`src/rtl/snoop_bus_arbiter_if.sv`:
```
// snoop_bus_arbiter_if
// Bundles the two core-side snooping-bus ports and the memory port of the
// snoop_bus_arbiter.
//   master : the environment side (cores' L1 subsystems and memory). It drives
//            requests, issued operations, snoop responses and memory read data.
//   slave  : the arbiter side. It drives grants, snooped operations, response
//            data, hit status and the memory request.
// Per-core signals carry a 0/1 suffix. Operation encoding is
// BusRd=2'b00, BusUpgr=2'b01, BusRdX=2'b10, BusNoN=2'b11.
interface snoop_bus_arbiter_if #(
  parameter int ADDR_W = 32,
  parameter int DATA_W = 32
);
  logic              req_core0;
  logic              req_core1;
  logic              grant0;
  logic              grant1;
  logic [1:0]        bus_operation_out0;
  logic [1:0]        bus_operation_out1;
  logic [ADDR_W-1:0] bus_address_out0;
  logic [ADDR_W-1:0] bus_address_out1;
  logic [DATA_W-1:0] bus_data_out0;
  logic [DATA_W-1:0] bus_data_out1;
  logic              cache_hit_out0;
  logic              cache_hit_out1;
  logic              flush_out0;
  logic              flush_out1;
  logic [1:0]        bus_operation_in0;
  logic [1:0]        bus_operation_in1;
  logic [ADDR_W-1:0] bus_address_in0;
  logic [ADDR_W-1:0] bus_address_in1;
  logic [DATA_W-1:0] bus_data_in0;
  logic [DATA_W-1:0] bus_data_in1;
  logic              cache_hit_in0;
  logic              cache_hit_in1;
  logic              mem_req;
  logic              mem_we;
  logic [ADDR_W-1:0] mem_addr;
  logic [DATA_W-1:0] mem_wdata;
  logic [DATA_W-1:0] mem_rdata;
  logic              mem_ready;

  modport master (
    output req_core0, req_core1, bus_operation_out0, bus_operation_out1,
           bus_address_out0, bus_address_out1, bus_data_out0, bus_data_out1,
           cache_hit_out0, cache_hit_out1, flush_out0, flush_out1,
           mem_rdata, mem_ready,
    input  grant0, grant1, bus_operation_in0, bus_operation_in1,
           bus_address_in0, bus_address_in1, bus_data_in0, bus_data_in1,
           cache_hit_in0, cache_hit_in1, mem_req, mem_we, mem_addr, mem_wdata
  );

  modport slave (
    input  req_core0, req_core1, bus_operation_out0, bus_operation_out1,
           bus_address_out0, bus_address_out1, bus_data_out0, bus_data_out1,
           cache_hit_out0, cache_hit_out1, flush_out0, flush_out1,
           mem_rdata, mem_ready,
    output grant0, grant1, bus_operation_in0, bus_operation_in1,
           bus_address_in0, bus_address_in1, bus_data_in0, bus_data_in1,
           cache_hit_in0, cache_hit_in1, mem_req, mem_we, mem_addr, mem_wdata
  );
endinterface

```
`src/rtl/snoop_bus_arbiter.sv`:
```
// snoop_bus_arbiter
// Two-core snooping-bus interconnect. It grants the bus round-robin and
// forwards the owner's transaction to the other core as a snoop. It then
// collects the snoop response, performs a memory read or write-back when one
// is needed, and returns data and hit status to the owner.
// Ports:
//   clk   : rising-edge clock
//   reset : asynchronous active-low reset
//   bus   : snoop_bus_arbiter_if.slave (core ports 0/1 and memory port)
// Every output is a register.
module snoop_bus_arbiter #(
  parameter int DATA_W       = 32,
  parameter int ADDR_W       = 32,
  parameter int SNOOP_CYCLES = 1
) (
  input  logic               clk,
  input  logic               reset,
  snoop_bus_arbiter_if.slave bus
);
  localparam logic [1:0] OP_UPGR = 2'b01;
  localparam logic [1:0] OP_NON  = 2'b11;
  localparam int CNT_W = (SNOOP_CYCLES > 1) ? $clog2(SNOOP_CYCLES) : 1;
  localparam logic [CNT_W-1:0] CNT_LAST = CNT_W'(SNOOP_CYCLES - 1);

  typedef enum logic [2:0] {
    ST_IDLE  = 3'd0,
    ST_GRANT = 3'd1,
    ST_SNOOP = 3'd2,
    ST_MEM   = 3'd3,
    ST_DONE  = 3'd4
  } state_t;

  state_t            state_r;
  logic              owner_r;
  logic              last_owner_r;
  logic [CNT_W-1:0]  cnt_r;
  logic [1:0]        op_r;
  logic [ADDR_W-1:0] addr_r;
  logic [DATA_W-1:0] data_r;
  logic [DATA_W-1:0] resp_data_r;
  logic              hit_r;
  logic              flush_r;
  logic              grant0_r, grant1_r;
  logic [1:0]        bus_op_in0_r, bus_op_in1_r;
  logic [ADDR_W-1:0] bus_addr_in0_r, bus_addr_in1_r;
  logic [DATA_W-1:0] bus_data_in0_r, bus_data_in1_r;
  logic              cache_hit_in0_r, cache_hit_in1_r;
  logic              mem_req_r, mem_we_r;
  logic [ADDR_W-1:0] mem_addr_r;
  logic [DATA_W-1:0] mem_wdata_r;

  logic              req_own_s;
  logic [1:0]        op_own_s;
  logic [ADDR_W-1:0] addr_own_s;
  logic [DATA_W-1:0] data_own_s;
  logic              hit_snp_s;
  logic              flush_snp_s;
  logic [DATA_W-1:0] data_snp_s;
  logic              sel_s;

  assign bus.grant0            = grant0_r;
  assign bus.grant1            = grant1_r;
  assign bus.bus_operation_in0 = bus_op_in0_r;
  assign bus.bus_operation_in1 = bus_op_in1_r;
  assign bus.bus_address_in0   = bus_addr_in0_r;
  assign bus.bus_address_in1   = bus_addr_in1_r;
  assign bus.bus_data_in0      = bus_data_in0_r;
  assign bus.bus_data_in1      = bus_data_in1_r;
  assign bus.cache_hit_in0     = cache_hit_in0_r;
  assign bus.cache_hit_in1     = cache_hit_in1_r;
  assign bus.mem_req           = mem_req_r;
  assign bus.mem_we            = mem_we_r;
  assign bus.mem_addr          = mem_addr_r;
  assign bus.mem_wdata         = mem_wdata_r;

  // Owner-side and snooper-side views of the core ports, picked by owner_r.
  always_comb begin
    req_own_s   = 1'b0;
    op_own_s    = OP_NON;
    addr_own_s  = {ADDR_W{1'b0}};
    data_own_s  = {DATA_W{1'b0}};
    hit_snp_s   = 1'b0;
    flush_snp_s = 1'b0;
    data_snp_s  = {DATA_W{1'b0}};
    if (owner_r == 1'b0) begin
      req_own_s   = bus.req_core0;
      op_own_s    = bus.bus_operation_out0;
      addr_own_s  = bus.bus_address_out0;
      data_own_s  = bus.bus_data_out0;
      hit_snp_s   = bus.cache_hit_out1;
      flush_snp_s = bus.flush_out1;
      data_snp_s  = bus.bus_data_out1;
    end else begin
      req_own_s   = bus.req_core1;
      op_own_s    = bus.bus_operation_out1;
      addr_own_s  = bus.bus_address_out1;
      data_own_s  = bus.bus_data_out1;
      hit_snp_s   = bus.cache_hit_out0;
      flush_snp_s = bus.flush_out0;
      data_snp_s  = bus.bus_data_out0;
    end
  end

  // Round-robin pick in IDLE: on a tie the previous owner yields.
  always_comb begin
    sel_s = 1'b0;
    if (bus.req_core0 && bus.req_core1) begin
      sel_s = ~last_owner_r;
    end else if (bus.req_core1) begin
      sel_s = 1'b1;
    end else begin
      sel_s = 1'b0;
    end
  end

  // Transaction FSM together with every registered output.
  always_ff @(posedge clk or negedge reset) begin
    if (!reset) begin
      state_r         <= ST_IDLE;
      owner_r         <= 1'b0;
      last_owner_r    <= 1'b1;
      cnt_r           <= {CNT_W{1'b0}};
      op_r            <= OP_NON;
      addr_r          <= {ADDR_W{1'b0}};
      data_r          <= {DATA_W{1'b0}};
      resp_data_r     <= {DATA_W{1'b0}};
      hit_r           <= 1'b0;
      flush_r         <= 1'b0;
      grant0_r        <= 1'b0;
      grant1_r        <= 1'b0;
      bus_op_in0_r    <= OP_NON;
      bus_op_in1_r    <= OP_NON;
      bus_addr_in0_r  <= {ADDR_W{1'b0}};
      bus_addr_in1_r  <= {ADDR_W{1'b0}};
      bus_data_in0_r  <= {DATA_W{1'b0}};
      bus_data_in1_r  <= {DATA_W{1'b0}};
      cache_hit_in0_r <= 1'b0;
      cache_hit_in1_r <= 1'b0;
      mem_req_r       <= 1'b0;
      mem_we_r        <= 1'b0;
      mem_addr_r      <= {ADDR_W{1'b0}};
      mem_wdata_r     <= {DATA_W{1'b0}};
    end else begin
      case (state_r)
        ST_IDLE: begin
          if (bus.req_core0 || bus.req_core1) begin
            owner_r  <= sel_s;
            grant0_r <= ~sel_s;
            grant1_r <= sel_s;
            state_r  <= ST_GRANT;
          end
        end
        ST_GRANT: begin
          // A withdrawn request takes priority over an op issued in the same cycle.
          if (!req_own_s) begin
            grant0_r     <= 1'b0;
            grant1_r     <= 1'b0;
            last_owner_r <= owner_r;
            state_r      <= ST_IDLE;
          end else if (op_own_s != OP_NON) begin
            op_r        <= op_own_s;
            addr_r      <= addr_own_s;
            data_r      <= data_own_s;
            resp_data_r <= {DATA_W{1'b0}};
            hit_r       <= 1'b0;
            flush_r     <= 1'b0;
            cnt_r       <= {CNT_W{1'b0}};
            // Only the snooper sees the operation; the owner stays at BusNoN.
            if (owner_r) begin
              bus_op_in0_r   <= op_own_s;
              bus_addr_in0_r <= addr_own_s;
              bus_data_in0_r <= data_own_s;
            end else begin
              bus_op_in1_r   <= op_own_s;
              bus_addr_in1_r <= addr_own_s;
              bus_data_in1_r <= data_own_s;
            end
            state_r <= ST_SNOOP;
          end
        end
        ST_SNOOP: begin
          if (cnt_r == CNT_LAST) begin
            hit_r        <= hit_snp_s;
            flush_r      <= flush_snp_s;
            bus_op_in0_r <= OP_NON;
            bus_op_in1_r <= OP_NON;
            if (flush_snp_s) begin
              resp_data_r <= data_snp_s;
            end
            if (op_r == OP_UPGR) begin
              // Upgrade needs no data movement: answer the owner directly.
              if (owner_r) begin
                bus_data_in1_r  <= flush_snp_s ? data_snp_s : resp_data_r;
                bus_addr_in1_r  <= addr_r;
                cache_hit_in1_r <= hit_snp_s;
              end else begin
                bus_data_in0_r  <= flush_snp_s ? data_snp_s : resp_data_r;
                bus_addr_in0_r  <= addr_r;
                cache_hit_in0_r <= hit_snp_s;
              end
              state_r <= ST_DONE;
            end else begin
              // A flushed modified line is written back; otherwise fetch it.
              mem_req_r   <= 1'b1;
              mem_we_r    <= flush_snp_s;
              mem_addr_r  <= addr_r;
              mem_wdata_r <= flush_snp_s ? data_snp_s : {DATA_W{1'b0}};
              state_r     <= ST_MEM;
            end
          end else begin
            cnt_r <= cnt_r + CNT_W'(1'b1);
          end
        end
        ST_MEM: begin
          if (bus.mem_ready) begin
            mem_req_r <= 1'b0;
            mem_we_r  <= 1'b0;
            if (!flush_r) begin
              resp_data_r <= bus.mem_rdata;
            end
            if (owner_r) begin
              bus_data_in1_r  <= flush_r ? resp_data_r : bus.mem_rdata;
              bus_addr_in1_r  <= addr_r;
              cache_hit_in1_r <= hit_r;
            end else begin
              bus_data_in0_r  <= flush_r ? resp_data_r : bus.mem_rdata;
              bus_addr_in0_r  <= addr_r;
              cache_hit_in0_r <= hit_r;
            end
            state_r <= ST_DONE;
          end
        end
        ST_DONE: begin
          if (!req_own_s) begin
            grant0_r        <= 1'b0;
            grant1_r        <= 1'b0;
            cache_hit_in0_r <= 1'b0;
            cache_hit_in1_r <= 1'b0;
            last_owner_r    <= owner_r;
            state_r         <= ST_IDLE;
          end
        end
        default: begin
          state_r <= ST_IDLE;
        end
      endcase
    end
  end
endmodule
```
`src/flat_wrapper.sv`:
```
// flat-port wrapper written by rule: the top's interface ports become plain ports
module snoop_bus_arbiter_flat 
#(
  parameter int DATA_W       = 32,
  parameter int ADDR_W       = 32,
  parameter int SNOOP_CYCLES = 1
)
  (clk, reset, bus_req_core0, bus_req_core1, bus_bus_operation_out0, bus_bus_operation_out1, bus_bus_address_out0, bus_bus_address_out1, bus_bus_data_out0, bus_bus_data_out1, bus_cache_hit_out0, bus_cache_hit_out1, bus_flush_out0, bus_flush_out1, bus_mem_rdata, bus_mem_ready, bus_grant0, bus_grant1, bus_bus_operation_in0, bus_bus_operation_in1, bus_bus_address_in0, bus_bus_address_in1, bus_bus_data_in0, bus_bus_data_in1, bus_cache_hit_in0, bus_cache_hit_in1, bus_mem_req, bus_mem_we, bus_mem_addr, bus_mem_wdata);
  snoop_bus_arbiter_if #(.ADDR_W(ADDR_W), .DATA_W(DATA_W)) bus_i ();
  input  logic clk;
  input  logic reset;
  input wire logic [$bits(bus_i.req_core0)-1:0] bus_req_core0;
  input wire logic [$bits(bus_i.req_core1)-1:0] bus_req_core1;
  input wire logic [$bits(bus_i.bus_operation_out0)-1:0] bus_bus_operation_out0;
  input wire logic [$bits(bus_i.bus_operation_out1)-1:0] bus_bus_operation_out1;
  input wire logic [$bits(bus_i.bus_address_out0)-1:0] bus_bus_address_out0;
  input wire logic [$bits(bus_i.bus_address_out1)-1:0] bus_bus_address_out1;
  input wire logic [$bits(bus_i.bus_data_out0)-1:0] bus_bus_data_out0;
  input wire logic [$bits(bus_i.bus_data_out1)-1:0] bus_bus_data_out1;
  input wire logic [$bits(bus_i.cache_hit_out0)-1:0] bus_cache_hit_out0;
  input wire logic [$bits(bus_i.cache_hit_out1)-1:0] bus_cache_hit_out1;
  input wire logic [$bits(bus_i.flush_out0)-1:0] bus_flush_out0;
  input wire logic [$bits(bus_i.flush_out1)-1:0] bus_flush_out1;
  input wire logic [$bits(bus_i.mem_rdata)-1:0] bus_mem_rdata;
  input wire logic [$bits(bus_i.mem_ready)-1:0] bus_mem_ready;
  output wire logic [$bits(bus_i.grant0)-1:0] bus_grant0;
  output wire logic [$bits(bus_i.grant1)-1:0] bus_grant1;
  output wire logic [$bits(bus_i.bus_operation_in0)-1:0] bus_bus_operation_in0;
  output wire logic [$bits(bus_i.bus_operation_in1)-1:0] bus_bus_operation_in1;
  output wire logic [$bits(bus_i.bus_address_in0)-1:0] bus_bus_address_in0;
  output wire logic [$bits(bus_i.bus_address_in1)-1:0] bus_bus_address_in1;
  output wire logic [$bits(bus_i.bus_data_in0)-1:0] bus_bus_data_in0;
  output wire logic [$bits(bus_i.bus_data_in1)-1:0] bus_bus_data_in1;
  output wire logic [$bits(bus_i.cache_hit_in0)-1:0] bus_cache_hit_in0;
  output wire logic [$bits(bus_i.cache_hit_in1)-1:0] bus_cache_hit_in1;
  output wire logic [$bits(bus_i.mem_req)-1:0] bus_mem_req;
  output wire logic [$bits(bus_i.mem_we)-1:0] bus_mem_we;
  output wire logic [$bits(bus_i.mem_addr)-1:0] bus_mem_addr;
  output wire logic [$bits(bus_i.mem_wdata)-1:0] bus_mem_wdata;
  assign bus_i.req_core0 = bus_req_core0;
  assign bus_i.req_core1 = bus_req_core1;
  assign bus_i.bus_operation_out0 = bus_bus_operation_out0;
  assign bus_i.bus_operation_out1 = bus_bus_operation_out1;
  assign bus_i.bus_address_out0 = bus_bus_address_out0;
  assign bus_i.bus_address_out1 = bus_bus_address_out1;
  assign bus_i.bus_data_out0 = bus_bus_data_out0;
  assign bus_i.bus_data_out1 = bus_bus_data_out1;
  assign bus_i.cache_hit_out0 = bus_cache_hit_out0;
  assign bus_i.cache_hit_out1 = bus_cache_hit_out1;
  assign bus_i.flush_out0 = bus_flush_out0;
  assign bus_i.flush_out1 = bus_flush_out1;
  assign bus_i.mem_rdata = bus_mem_rdata;
  assign bus_i.mem_ready = bus_mem_ready;
  assign bus_grant0 = bus_i.grant0;
  assign bus_grant1 = bus_i.grant1;
  assign bus_bus_operation_in0 = bus_i.bus_operation_in0;
  assign bus_bus_operation_in1 = bus_i.bus_operation_in1;
  assign bus_bus_address_in0 = bus_i.bus_address_in0;
  assign bus_bus_address_in1 = bus_i.bus_address_in1;
  assign bus_bus_data_in0 = bus_i.bus_data_in0;
  assign bus_bus_data_in1 = bus_i.bus_data_in1;
  assign bus_cache_hit_in0 = bus_i.cache_hit_in0;
  assign bus_cache_hit_in1 = bus_i.cache_hit_in1;
  assign bus_mem_req = bus_i.mem_req;
  assign bus_mem_we = bus_i.mem_we;
  assign bus_mem_addr = bus_i.mem_addr;
  assign bus_mem_wdata = bus_i.mem_wdata;
  snoop_bus_arbiter #(.DATA_W(DATA_W), .ADDR_W(ADDR_W), .SNOOP_CYCLES(SNOOP_CYCLES)) u_core (.clk(clk), .reset(reset), .bus(bus_i));
endmodule
```
`config.mk`:
```
export PLATFORM = sky130hd
export DESIGN_NAME = snoop_bus_arbiter_flat
export DESIGN_NICKNAME = d
export VERILOG_FILES = /design/src/rtl/snoop_bus_arbiter_if.sv /design/src/rtl/snoop_bus_arbiter.sv /design/src/flat_wrapper.sv
export SDC_FILE = /design/constraint.sdc
export NUM_CORES = 1
export LEC_CHECK = 0
export CELL_PAD_IN_SITES_DETAIL_PLACEMENT = 1
export CELL_PAD_IN_SITES_GLOBAL_PLACEMENT = 2
export CORE_ASPECT_RATIO = 0.8
export CORE_MARGIN = 5
export CORE_UTILIZATION = 31
export DETAILED_ROUTE_END_ITERATION = 10
export PLACE_DENSITY = 0.91
export SYNTH_ARGS = -nofsm -noshare
export SYNTH_HDL_FRONTEND = slang
export SYNTH_SLANG_ARGS = --single-unit
```
`constraint.sdc`:
```
create_clock -name clk -period 2.2 [get_ports clk]
set_input_delay 0.33 -clock clk [delete_from_list [all_inputs] [get_ports clk]]
set_output_delay 0.33 -clock clk [all_outputs]
set_load 0.03 [all_outputs]
```
==> impl_metrics.yaml <==
die:
  die_w_um: 249
  coreArea_um2: 45500
  rows: 70
  die_height_um: 201
  initial_core_util_pct: 31.2
  die_area_um2: 50200
  io_pins: 375
timing:
  slew_violations: 0
  hold_violations: 0
  hold_ws_ns: 0.442
  rsz0062_at_grt: "yes"
  fmax_ghz: 0.466
  period_needed_ns: 2.14
  slew-limit-headroom_pct: 54.4
  post-route-period-util_pct: 97.5
  worst_slew_pin_slew_ns: 0.683
  finalSetupViolations: 0
  clock_skew_ns: 0.0186
  fin_ws_ns: 0.0555
cells_and_area:
  layout_commonest_cell: "clkdlybuf4s50_1"
  syn_to_final_growth_pct: 45.2
  fin_nets: 1854
  post-route-util_pct: 45.3
  final_cell_mix: "371 x clkdlybuf4s50_1, 265 x dfrtp_1, 199 x nand2_1"
  drive_gt1_share_pct: 20.0
  fin_area_um2: 20600
global_routing:
  grt_max_degree: 99
  first_global_vias: 12900
  grt_usage_pct: 20.2
  antenna_found_initial: 4
  gr-total-overflow: 0
  grt_pass1_wl_mm: 80.6
status:
  status: "finished clean"
critical_path:
  end_kind: "flop"
  arrival_ns: 2.54
  crit_fanout: 15
  cp.required_ns: 2.59
  crit_path_start_kind: "flop"
  worstSetupPathType: "reg -> reg"
  cp_slowest_cell: "dfrtp_4"
  critPathMaxStageDelay_ns: 0.58
  crit_chain: "nor4b_4, buf_12, buf_4, a222oi_1, o21ai_1, mux2_4"
route:
  drtPass1Iterations: 5
  drc_errors: 0
  drt_iter0_drc: 640
  postRouteAntennaNets: 0
  wl_mm: 53.3
  routed-via-count: 11500
  viasPerCell: 4.97
  post_drt_wl_per_cell_um: 23.0
logic_synthesis:
  synthFlopType: "dfrtp_1"
  synth_seq_cells: 275
  async_reset_ff_share_pct: 100
  synth_edf_count: 0
  syn_area_per_cell_um2: 11.2
  synthCells: 1263
  yosysUniqueCellTypes: 50
  ys_seq_area_share_pct: 48.6
  syn-cell-area_um2: 14200
  synth-warning-count: 0
  synth_fp_nets: 1436
placement:
  dpl_worst_slack_ns: -0.153
  io_buffers: 374
  dpl_cell_area_um2: 19100
  routabilityCongestion: 0.808
  dpl.hpwl_mm: 36.8
clock_tree:
  insertion_delay_ns: 0.51
  clk_pin_slew_ns: 0.06
  h-tree-depth: 2
  clockRootBuffer: "clkbuf_16"
  numCtsBuffers: 34
  cts_tree: "done"
  cts_buffer_depth: 3
  clock-sinks: 275
pwr:
  p_switching_uw: 15200
  power.density_nw_per_um2: 1740
  ir_drop_mv: 0.804
  p_seq_share_pct: 26.0
  power_frac_clock_pct: 16.8
  leakagePower_uw: 0.00923
  p_sw_share_pct: 42.5
  p_int_uw: 20600
  combPwrFrac_pct: 57.2
hold_path:
  hold_class: "in -> reg"
run:
  drv_cap: 0
-- area by class of cell --
| type | instances | area [um2] |
|---|---|---|
| fill | 4833 | 24900 |
| sequential | 275 | 6900 |
| multi-input combinational | 794 | 6410 |
| timing repair buffer | 473 | 4930 |
| clock buffer | 48 | 1010 |
| tap | 612 | 766 |
| inverter | 103 | 387 |
| clock inverter | 11 | 186 |
| antenna | 4 | 10.0 |
-- registers in the layout, summed over array words and instances, names as in the netlist, 2 cells and up --
name / cells
u_core.addr_r: 32
u_core.bus.bus_address_in0: 32
u_core.bus.bus_address_in1: 32
u_core.bus.bus_data_in0: 32
u_core.bus.bus_data_in1: 32
u_core.bus.mem_addr: 32
u_core.bus.mem_wdata: 32
u_core.resp_data_r: 32
u_core.state_r: 3
u_core.bus.bus_operation_in0: 2
u_core.bus.bus_operation_in1: 2
u_core.op_r: 2
-- Yosys cell counts (2+ instances only) --
cell | n | area share, %
buf_6 | 13 | 1.0
o31ai_1 | 32 | 1.7
clkbuf_1 | 29 | 0.77
a222oi_1 | 33 | 2.3
nor3_1 | 4 | 0.14
buf_8 | 6 | 0.64
a22oi_2 | 2 | 0.18
and2_1 | 2 | 0.088
mux2_4 | 54 | 5.7
a21oi_1 | 5 | 0.18
nor2_1 | 3 | 0.079
mux2i_1 | 196 | 14
nand3_1 | 6 | 0.21
or3_1 | 2 | 0.088
mux2_1 | 4 | 0.32
a32o_1 | 2 | 0.14
a211oi_1 | 2 | 0.11
nand3b_1 | 2 | 0.11
o311ai_1 | 2 | 0.12
o22a_1 | 5 | 0.31
dfstp_2 | 7 | 1.3
o21ai_1 | 31 | 1.1
buf_1 | 5 | 0.13
a21boi_0 | 2 | 0.11
buf_2 | 36 | 1.3
buf_4 | 3 | 0.16
inv_1 | 103 | 2.7
mux2_2 | 105 | 8.3
dfrtp_1 | 268 | 47
nand2_1 | 200 | 5.3
nand2b_1 | 4 | 0.18
nor2b_1 | 2 | 0.088
o21ai_0 | 76 | 2.7
-- final timing paths --
kind | from | to | slack [ns] | depth (start not counted)
worst max-delay path | u_core.owner_r$_DFFE_PN0P_ | u_core.bus.bus_data_in1[8]$_DFFE_PN0P_ | 0.06 | 6
worst min-delay path | bus_flush_out0 | u_core.resp_data_r[30]$_DFFE_PN0P_ | 0.44 | 4
worst max register to register | u_core.owner_r$_DFFE_PN0P_ | u_core.bus.bus_data_in1[8]$_DFFE_PN0P_ | 0.06 | 6
worst min register to register | u_core.bus.mem_addr[14]$_DFFE_PN0P_ | u_core.bus.mem_addr[14]$_DFFE_PN0P_ | 0.48 | 2
max in group asynchronous | reset | u_core.bus.bus_data_in1[4]$_DFFE_PN0P_ | 1.04 | 3
min in group asynchronous | reset | u_core.bus.bus_address_in1[7]$_DFFE_PN0P_ | 0.45 | 2
-- layer usage --
| layer | vias up | GRT usage, % | part of all wire [%] |
|---|---|---|---|
| met5 | - | 0 | 0.019 |
| met4 | 2 | 5.13 | 2.1 |
| met3 | 67 | 3.39 | 3.6 |
| met2 | 256 | 34.4 | 49 |
| met1 | 5936 | 27.0 | 46 |
| li1 | 5273 | - | - |
-- critical path: cells and delay by family, from the launching register on --
kind | cells | cell delay (ns)
AOI/OAI and AO/OA | 2 | 0.72
buffers and inverters | 2 | 0.32
DFF | 1 | 0.58
muxes | 1 | 0.30
and+or+nand+nor | 1 | 0.09
-- power groups by stage --
| stage | registers [uW] | clock network (uW) | logic (uW) |
|---|---|---|---|
| 2_1_floorplan | 12400 | 0 | 8800 |
| 3_3_place_gp | 9200 | 0 | 19400 |
| 3_5_place_dp | 9320 | 0 | 20000 |
| 4_1_cts | 9340 | 6200 | 20400 |
| 5_1_grt | 9610 | 6410 | 21700 |
| 6_report | 9320 | 6020 | 20500 |
-- repair_timing --
item | CTS | global route
gates resized for setup | 3 | 15
hold buffers | 1 | 0
endpoints found under the hold margin | 63 | 0
gates cloned | 2 | 1
pin swaps | 3 | 4
setup buffers | 6 | 8
endpoints found under the setup margin | 98 | 114
-- logic make-up after synthesis --
family / after synthesis / share of synthesized area [%]
compound gates: 199 / 9.38
xor+xnor: 1 / 0.0618
buf+inv: 195 / 6.72
flops: 275 / 48.6
mux: 359 / 28.2
simple gates: 234 / 7.07
-- stage by stage --
step / power [uW] / cells / TNS [ns]
after floorplan: 21200 / 1263 / 0
after global placement: 28600 / 2240 / -2.65
after detailed placement: 29300 / 2240 / -8.96
after CTS: 36000 / 2307 / -0.160
after global routing: 37800 / 2319 / -0.460
final: 35800 / 2320 / 0
No activity file was read; power rests on OpenSTA's default activity.
